$ cat src/rtl/xgmii_pkg.sv
// Shared XGMII character codes, receive FSM states and a lane-decode helper
// for the per-port status monitor.
package xgmii_pkg;

    localparam logic [7:0] XGMII_START = 8'hFB;
    localparam logic [7:0] XGMII_TERM  = 8'hFD;
    localparam logic [7:0] XGMII_ERROR = 8'hFE;
    localparam logic [7:0] XGMII_IDLE  = 8'h07;

    typedef enum logic {
        IDLE,
        IN_FRAME
    } rx_state_t;

    // True when the given lane carries control character ch with its rxc flag set.
    function automatic logic isCtrlChar(input logic [63:0] rxd, input logic [7:0] rxc,
                                        input logic [2:0] lane, input logic [7:0] ch);
        return rxc[lane] && (rxd[{lane, 3'b000} +: 8] == ch);
    endfunction

endpackage

$ cat src/rtl/xgmii_port_status_lane.sv
// One XGMII port: block-lock debounce, frame-tracking FSM, saturating
// frame/error/link-down counters and the activity-blink LED timer.
module xgmii_port_status_lane
    import xgmii_pkg::*;
#(
    parameter int CNT_W        = 32,
    parameter int HOLD_CYCLES  = 1024,
    parameter int BLINK_CYCLES = 2_000_000
) (
    input  logic             clk_i,
    input  logic             rst_ni,
    input  logic             clr_i,
    input  logic [63:0]      rxd_i,
    input  logic [7:0]       rxc_i,
    input  logic             lock_i,
    output logic             linkUp_o,
    output logic             led_o,
    output logic [CNT_W-1:0] rxFrames_o,
    output logic [CNT_W-1:0] rxErrors_o,
    output logic [CNT_W-1:0] linkDowns_o
);

    localparam int LOCK_W = $clog2(HOLD_CYCLES);
    localparam int TMR_W  = $clog2(BLINK_CYCLES + 1);
    localparam logic [LOCK_W-1:0] LOCK_MAX = LOCK_W'(HOLD_CYCLES - 1);

    rx_state_t         state_q, state_d;
    logic [LOCK_W-1:0] lockCnt_q, lockCnt_d;
    logic              linkUp_q, linkUp_d;
    logic              led_q, led_d;
    logic [TMR_W-1:0]  tmr_q, tmr_d;
    logic [CNT_W-1:0]  frames_q, frames_d;
    logic [CNT_W-1:0]  errors_q, errors_d;
    logic [CNT_W-1:0]  downs_q, downs_d;

    logic [7:0] termLane, errLane;
    logic       start0, start4;
    logic       frameInc, errInc, downInc, arm;

    // Clear wins over the old value; otherwise hold at all-ones.
    function automatic logic [CNT_W-1:0] satNext(input logic [CNT_W-1:0] cur,
                                                 input logic inc, input logic clear);
        if (clear) return CNT_W'(inc);
        if (cur == '1) return cur;
        return cur + CNT_W'(inc);
    endfunction

    always_comb begin
        termLane = '0;
        errLane  = '0;
        for (int k = 0; k < 8; k++) begin
            termLane[k] = isCtrlChar(rxd_i, rxc_i, 3'(k), XGMII_TERM);
            errLane[k]  = isCtrlChar(rxd_i, rxc_i, 3'(k), XGMII_ERROR);
        end
        start0 = isCtrlChar(rxd_i, rxc_i, 3'd0, XGMII_START);
        start4 = isCtrlChar(rxd_i, rxc_i, 3'd4, XGMII_START);
    end

    always_comb begin
        lockCnt_d = lockCnt_q;
        linkUp_d  = linkUp_q;
        if (!lock_i) begin
            lockCnt_d = '0;
            linkUp_d  = 1'b0;
        end else if (lockCnt_q == LOCK_MAX) begin
            linkUp_d  = 1'b1;
        end else begin
            lockCnt_d = lockCnt_q + 1'b1;
        end
        downInc = linkUp_q && !linkUp_d;
    end

    // A Start in lane 0, or in lane 4 without a Terminate in lanes 0-3, truncates an open frame.
    always_comb begin
        state_d  = state_q;
        frameInc = 1'b0;
        errInc   = 1'b0;
        arm      = 1'b0;
        if (linkUp_q) begin
            if (start0 || start4) begin
                frameInc = 1'b1;
                arm      = 1'b1;
                state_d  = IN_FRAME;
                if (state_q == IN_FRAME && (start0 || !(|termLane[3:0]))) errInc = 1'b1;
                if (|errLane) errInc = 1'b1;
            end else if (state_q == IN_FRAME) begin
                if (|errLane) errInc = 1'b1;
                if (|termLane) state_d = IDLE;
            end
        end
        if (!linkUp_d) state_d = IDLE;
    end

    always_comb begin
        tmr_d = tmr_q;
        if (!linkUp_q)       tmr_d = '0;
        else if (arm)        tmr_d = TMR_W'(BLINK_CYCLES);
        else if (tmr_q != 0) tmr_d = tmr_q - 1'b1;
        led_d    = linkUp_d && (tmr_d == '0);
        frames_d = satNext(frames_q, frameInc, clr_i);
        errors_d = satNext(errors_q, errInc, clr_i);
        downs_d  = satNext(downs_q, downInc, clr_i);
    end

    always_ff @(posedge clk_i or negedge rst_ni) begin
        if (!rst_ni) begin
            state_q   <= IDLE;
            lockCnt_q <= '0;
            linkUp_q  <= 1'b0;
            led_q     <= 1'b0;
            tmr_q     <= '0;
            frames_q  <= '0;
            errors_q  <= '0;
            downs_q   <= '0;
        end else begin
            state_q   <= state_d;
            lockCnt_q <= lockCnt_d;
            linkUp_q  <= linkUp_d;
            led_q     <= led_d;
            tmr_q     <= tmr_d;
            frames_q  <= frames_d;
            errors_q  <= errors_d;
            downs_q   <= downs_d;
        end
    end

    assign linkUp_o    = linkUp_q;
    assign led_o       = led_q;
    assign rxFrames_o  = frames_q;
    assign rxErrors_o  = errors_q;
    assign linkDowns_o = downs_q;

endmodule

$ cat src/rtl/xgmii_port_status.sv
// Receive status monitor for all XGMII ports; one independent lane per port,
// the top only slices the packed buses.
module xgmii_port_status
    import xgmii_pkg::*;
#(
    parameter int NPORTS       = 4,
    parameter int CNT_W        = 32,
    parameter int HOLD_CYCLES  = 1024,
    parameter int BLINK_CYCLES = 2_000_000
) (
    input  logic                    sys_clk,
    input  logic                    sys_rst_n,
    input  logic                    clr,
    input  logic [NPORTS*64-1:0]    xgmii_rxd,
    input  logic [NPORTS*8-1:0]     xgmii_rxc,
    input  logic [NPORTS*8-1:0]     xphy_status,
    output logic [NPORTS-1:0]       link_up,
    output logic [NPORTS-1:0]       led,
    output logic [NPORTS*CNT_W-1:0] rx_frames,
    output logic [NPORTS*CNT_W-1:0] rx_errors,
    output logic [NPORTS*CNT_W-1:0] link_downs
);

    for (genvar p = 0; p < NPORTS; p++) begin : gPort
        // Only block lock (bit 0) of each PHY status byte is meaningful here.
        logic unusedStatus;
        assign unusedStatus = ^xphy_status[p*8+1 +: 7];

        xgmii_port_status_lane #(
            .CNT_W        (CNT_W),
            .HOLD_CYCLES  (HOLD_CYCLES),
            .BLINK_CYCLES (BLINK_CYCLES)
        ) uLane (
            .clk_i       (sys_clk),
            .rst_ni      (sys_rst_n),
            .clr_i       (clr),
            .rxd_i       (xgmii_rxd[p*64 +: 64]),
            .rxc_i       (xgmii_rxc[p*8 +: 8]),
            .lock_i      (xphy_status[p*8]),
            .linkUp_o    (link_up[p]),
            .led_o       (led[p]),
            .rxFrames_o  (rx_frames[p*CNT_W +: CNT_W]),
            .rxErrors_o  (rx_errors[p*CNT_W +: CNT_W]),
            .linkDowns_o (link_downs[p*CNT_W +: CNT_W])
        );
    end

endmodule

$ cat config.mk
export PLATFORM = sky130hd
export DESIGN_NAME = xgmii_port_status
export DESIGN_NICKNAME = d
export VERILOG_FILES = /design/src/rtl/xgmii_pkg.sv /design/src/rtl/xgmii_port_status_lane.sv /design/src/rtl/xgmii_port_status.sv
export SDC_FILE = /design/constraint.sdc
export NUM_CORES = 1
export LEC_CHECK = 0
export ABC_CLOCK_PERIOD_IN_PS = 6800
export CAP_MARGIN = 20
export CORE_AREA = 5 5 276 278
export DETAILED_ROUTE_END_ITERATION = 12
export DIE_AREA = 0 0 281 283
export REMOVE_ABC_BUFFERS = 1
export SYNTH_ARGS = -nofsm -noshare
export SYNTH_HDL_FRONTEND = slang
export SYNTH_SLANG_ARGS = --single-unit
$ cat constraint.sdc
create_clock -name sys_clk -period 6.8 [get_ports sys_clk]
set_input_delay 2.04 -clock sys_clk [delete_from_list [all_inputs] [get_ports sys_clk]]
set_output_delay 2.04 -clock sys_clk [all_outputs]
set_load 0.05 [all_outputs]
==> run summary <==
RSZ-0062 raised after global routing = false
Final Power = 0.00682 W
ANT nets after route = 0
Die ar. = 79500 µm²
fraction of layout cells with a size suffix above 1 = 3.90%
buffer count from post-CTS setup fixing = 0
largest net degree at the start of global routing = 163
FF-to-FF setup slack = 3.35 ns
final net count = 4107
Syn. warnings = 0
ys flop type = dfrtp_1
clock power share = 49.1%
hpwl dp = 65900 µm
Crit path max-delay family = simple AND/OR/NAND/NOR gates
Site Rows = 100
worst r2r src = gPort[1].uLane.linkUp_o
status = completed
reg2reg path depth = 9
setup TNS = 0 ns
Avg Inst Size Synth = 9.09 µm²
Hold Path Depth = 2
required time of the critical path = 7.28 ns
Slowest-stage cell, CP = nor4_1
crit path buf inv count = 1
Sink Count = 520
crit-path max FO = 6
Die Width = 281 µm
worst hold slack = 0.538 ns
max-cap viol count = 0
vias per inst = 5.30
post-CTS sizing = 0
Hold Vio Cnt, Final = 0
Layout Area Growth over Synthesis = 35.6%
CP dominant cell by count = nand4_1
leakage = 15.3 nW
TritonCTS clock tree = done
CP arrival = 5.82 ns
Overall Global Routing Usage = 21.2%
max-slew violations = 0
cts hold-fix bufs = 0
initial DRC count = 1455
Peak VDD IR = 0.000205 V
first-pass GRT wire length = 138000 µm
critical path endpoint category = flop
register share of total power = 45.7%
Die H = 283 µm
Final Setup Violations = 0
Worst Hold Launch = gPort[1].uLane.lockCnt_q[7]
internal power = 0.00530 W
register area share after synthesis = 46.5%
vias in the first global route = 24300
core area = 73700 µm²
sw frac = 22.2%
mapped cell area = 28000 µm²
Logic pwr share = 5.2%
cell count after synthesis = 3077
fin crit period = 5.35 ns
Final Wtd Congestion = 0.892
Least-Margin Pin Slew = 1.17 ns
antenna violations before repair = 3
Max Clock Skew = 0.0215 ns
Async SR Flop Fraction = 100%
NetSw = 0.00151 W
CP Class = in -> reg
Worst setup SP type = primary input
post-DR wirelength/cell = 18.4 µm
Overflow after GRT = 0
ratio of final minimum period to clock period = 78.6%
CTS Root Cell = clkbuf_16
worst hold endpoint = gPort[1].uLane.lockCnt_q[7]
DR pass1 iterations = 5
Ports = 715
pwr dens = 180 nW/µm²
Clock Pin Slew Worst Setup and Hold Paths = 0.06 ns
total routed wirelength = 87900 µm
Final Core Density = 51.5%
R2R Path End = gPort[1].uLane.linkDowns_o[10]
crit path cell chain = clkdlybuf4s50_1, nand4_1, nor4_1, a31o_2, o21ai_0, o21bai_1, ha_1, nand3_1, nor3_1, nand4_1, xor2_1, nor2_1
flip-flop and latch count after synthesis = 520
min-delay worst type = reg -> reg
DRC Markers = 0
clk buf depth = 3
Via Count = 25300
Post-synth EDFFs = 0
total CTS buffers = 60
Slew HR = 21.0%
Max Freq = 0.187 GHz
initial core utilization = 38.0%
Critical Path Max Stage Delay = 0.60 ns
clk_lat worst skew = 0.62 ns
Distinct cells, synth = 81
H-tree depth = 2
PortBufs = 686
## registers in the layout (all words and copies together), names as in the netlist
register,count
gPort.uLane.lockCnt_q,40
gPort.uLane.led_o,4
gPort.uLane.tmr_q,84
gPort.uLane.state_q,4
gPort.uLane.rxFrames_o,128
gPort.uLane.linkUp_o,4
gPort.uLane.linkDowns_o,128
gPort.uLane.rxErrors_o,128
## metal layers
metal | GRT usage, % | routed length [µm] | part of all wire (%) | up-vias
met2 | 34.6 | 41400 | 47 | 635
met1 | 28.0 | 37800 | 43 | 12100
met4 | 7.00 | 3140 | 3.6 | 2
li1 | - | - | - | 12300
met3 | 4.56 | 5640 | 6.4 | 155
met5 | 0 | 13 | 0.015 | -
## worst max-delay path by stage
stage                             start                            end  slack (ns)  cells past startpoint
final                     xgmii_rxc[16]  gPort[2].uLane.rxErrors_o[18]        1.45                     12
after global routing      xgmii_rxc[16]  gPort[2].uLane.rxErrors_o[17]        1.16                     12
after CTS                 xgmii_rxd[39]  gPort[0].uLane.rxErrors_o[24]        1.33                     13
after detailed placement  xgmii_rxd[39]  gPort[0].uLane.rxErrors_o[24]        0.64                     13
after global placement    xgmii_rxd[39]  gPort[0].uLane.rxErrors_o[24]        0.65                     13
after floorplan            xgmii_rxd[5]  gPort[0].uLane.rxFrames_o[31]        1.98                     10
## cell type report
| cell class | count | area (µm²) |
|---|---|---|
| clock buffer | 88 | 1730 |
| fill | 6816 | 35800 |
| timing repair buffer | 706 | 7090 |
| multi-input combinational | 2355 | 14200 |
| inverter | 105 | 394 |
| tap | 969 | 1210 |
| antenna | 2 | 5.00 |
| sequential | 520 | 13000 |
| clock inverter | 23 | 324 |
## cells in the mapped netlist, types with 9 or more instances
| library cell | number | share of area (%) |
|---|---|---|
| and4_1 | 64 | 2.0 |
| and3_1 | 51 | 1.1 |
| nor3b_1 | 13 | 0.35 |
| or3_1 | 77 | 1.7 |
| nor4_1 | 95 | 2.1 |
| inv_1 | 97 | 1.3 |
| or2_2 | 13 | 0.29 |
| nor4b_1 | 28 | 0.88 |
| nand2b_1 | 9 | 0.20 |
| clkbuf_1 | 83 | 1.1 |
| nand2_1 | 198 | 2.7 |
| ha_1 | 36 | 1.6 |
| o211ai_1 | 11 | 0.30 |
| a211oi_1 | 15 | 0.40 |
| nor2b_1 | 16 | 0.36 |
| a311oi_1 | 10 | 0.31 |
| nor3_1 | 103 | 1.8 |
| o21ai_0 | 79 | 1.4 |
| nor2_1 | 512 | 6.9 |
| or4_1 | 14 | 0.38 |
| xor2_1 | 200 | 6.3 |
| nand4_1 | 156 | 3.5 |
| xnor2_1 | 171 | 5.4 |
| a31oi_1 | 19 | 0.42 |
| o31ai_1 | 11 | 0.30 |
| dfrtp_1 | 520 | 47 |
| nand3_1 | 180 | 3.2 |
| a21oi_1 | 121 | 2.2 |
| and2_1 | 36 | 0.80 |
## layout by cell type, fill, tap and decap left out, drive strengths merged, types with 105 or more instances in the layout
cell type	n
a21oi	121
clkdlybuf4s50	684
dfrtp	520
nand2	198
nand3	180
nand4	157
nor2	512
nor3	105
xnor2	171
xor2	200
## per-stage QoR
step	setup WS [ns]	instances	cell area (µm²)
after detailed placement	0.640	4654	35900
after global routing	1.16	4767	37900
after CTS	1.33	4765	37900
final	1.45	4768	37900
after global placement	0.651	4654	35900
after floorplan	1.98	2980	27600
## tightest hold or removal path, stage by stage, from the launching register on
cell and delay, ns:
dfrtp_1 0.35, xnor2_1 0.07, nor2_1 0.07
## power groups by stage
stage | clock network (W) | logic (W) | registers (W)
after floorplan | 0 | 0.0000384 | 0.00318
after global placement | 0 | 0.000360 | 0.00317
after detailed placement | 0 | 0.000361 | 0.00317
after CTS | 0.00345 | 0.000362 | 0.00311
after global routing | 0.00357 | 0.000390 | 0.00311
final | 0.00335 | 0.000354 | 0.00311
## kinds of logic after synthesis
logic type	Yosys count	synth area share [%]
AO/OA/AOI/OAI	343	7.72
XOR/XNOR	371	11.6
adder cells (fa/ha/maj)	36	1.61
buffers and inverters	202	2.85
flip-flops	520	46.5
multiplexers	6	0.215
AND/OR/NAND/NOR	1599	29.5
Power figures use the tool's default switching activity.
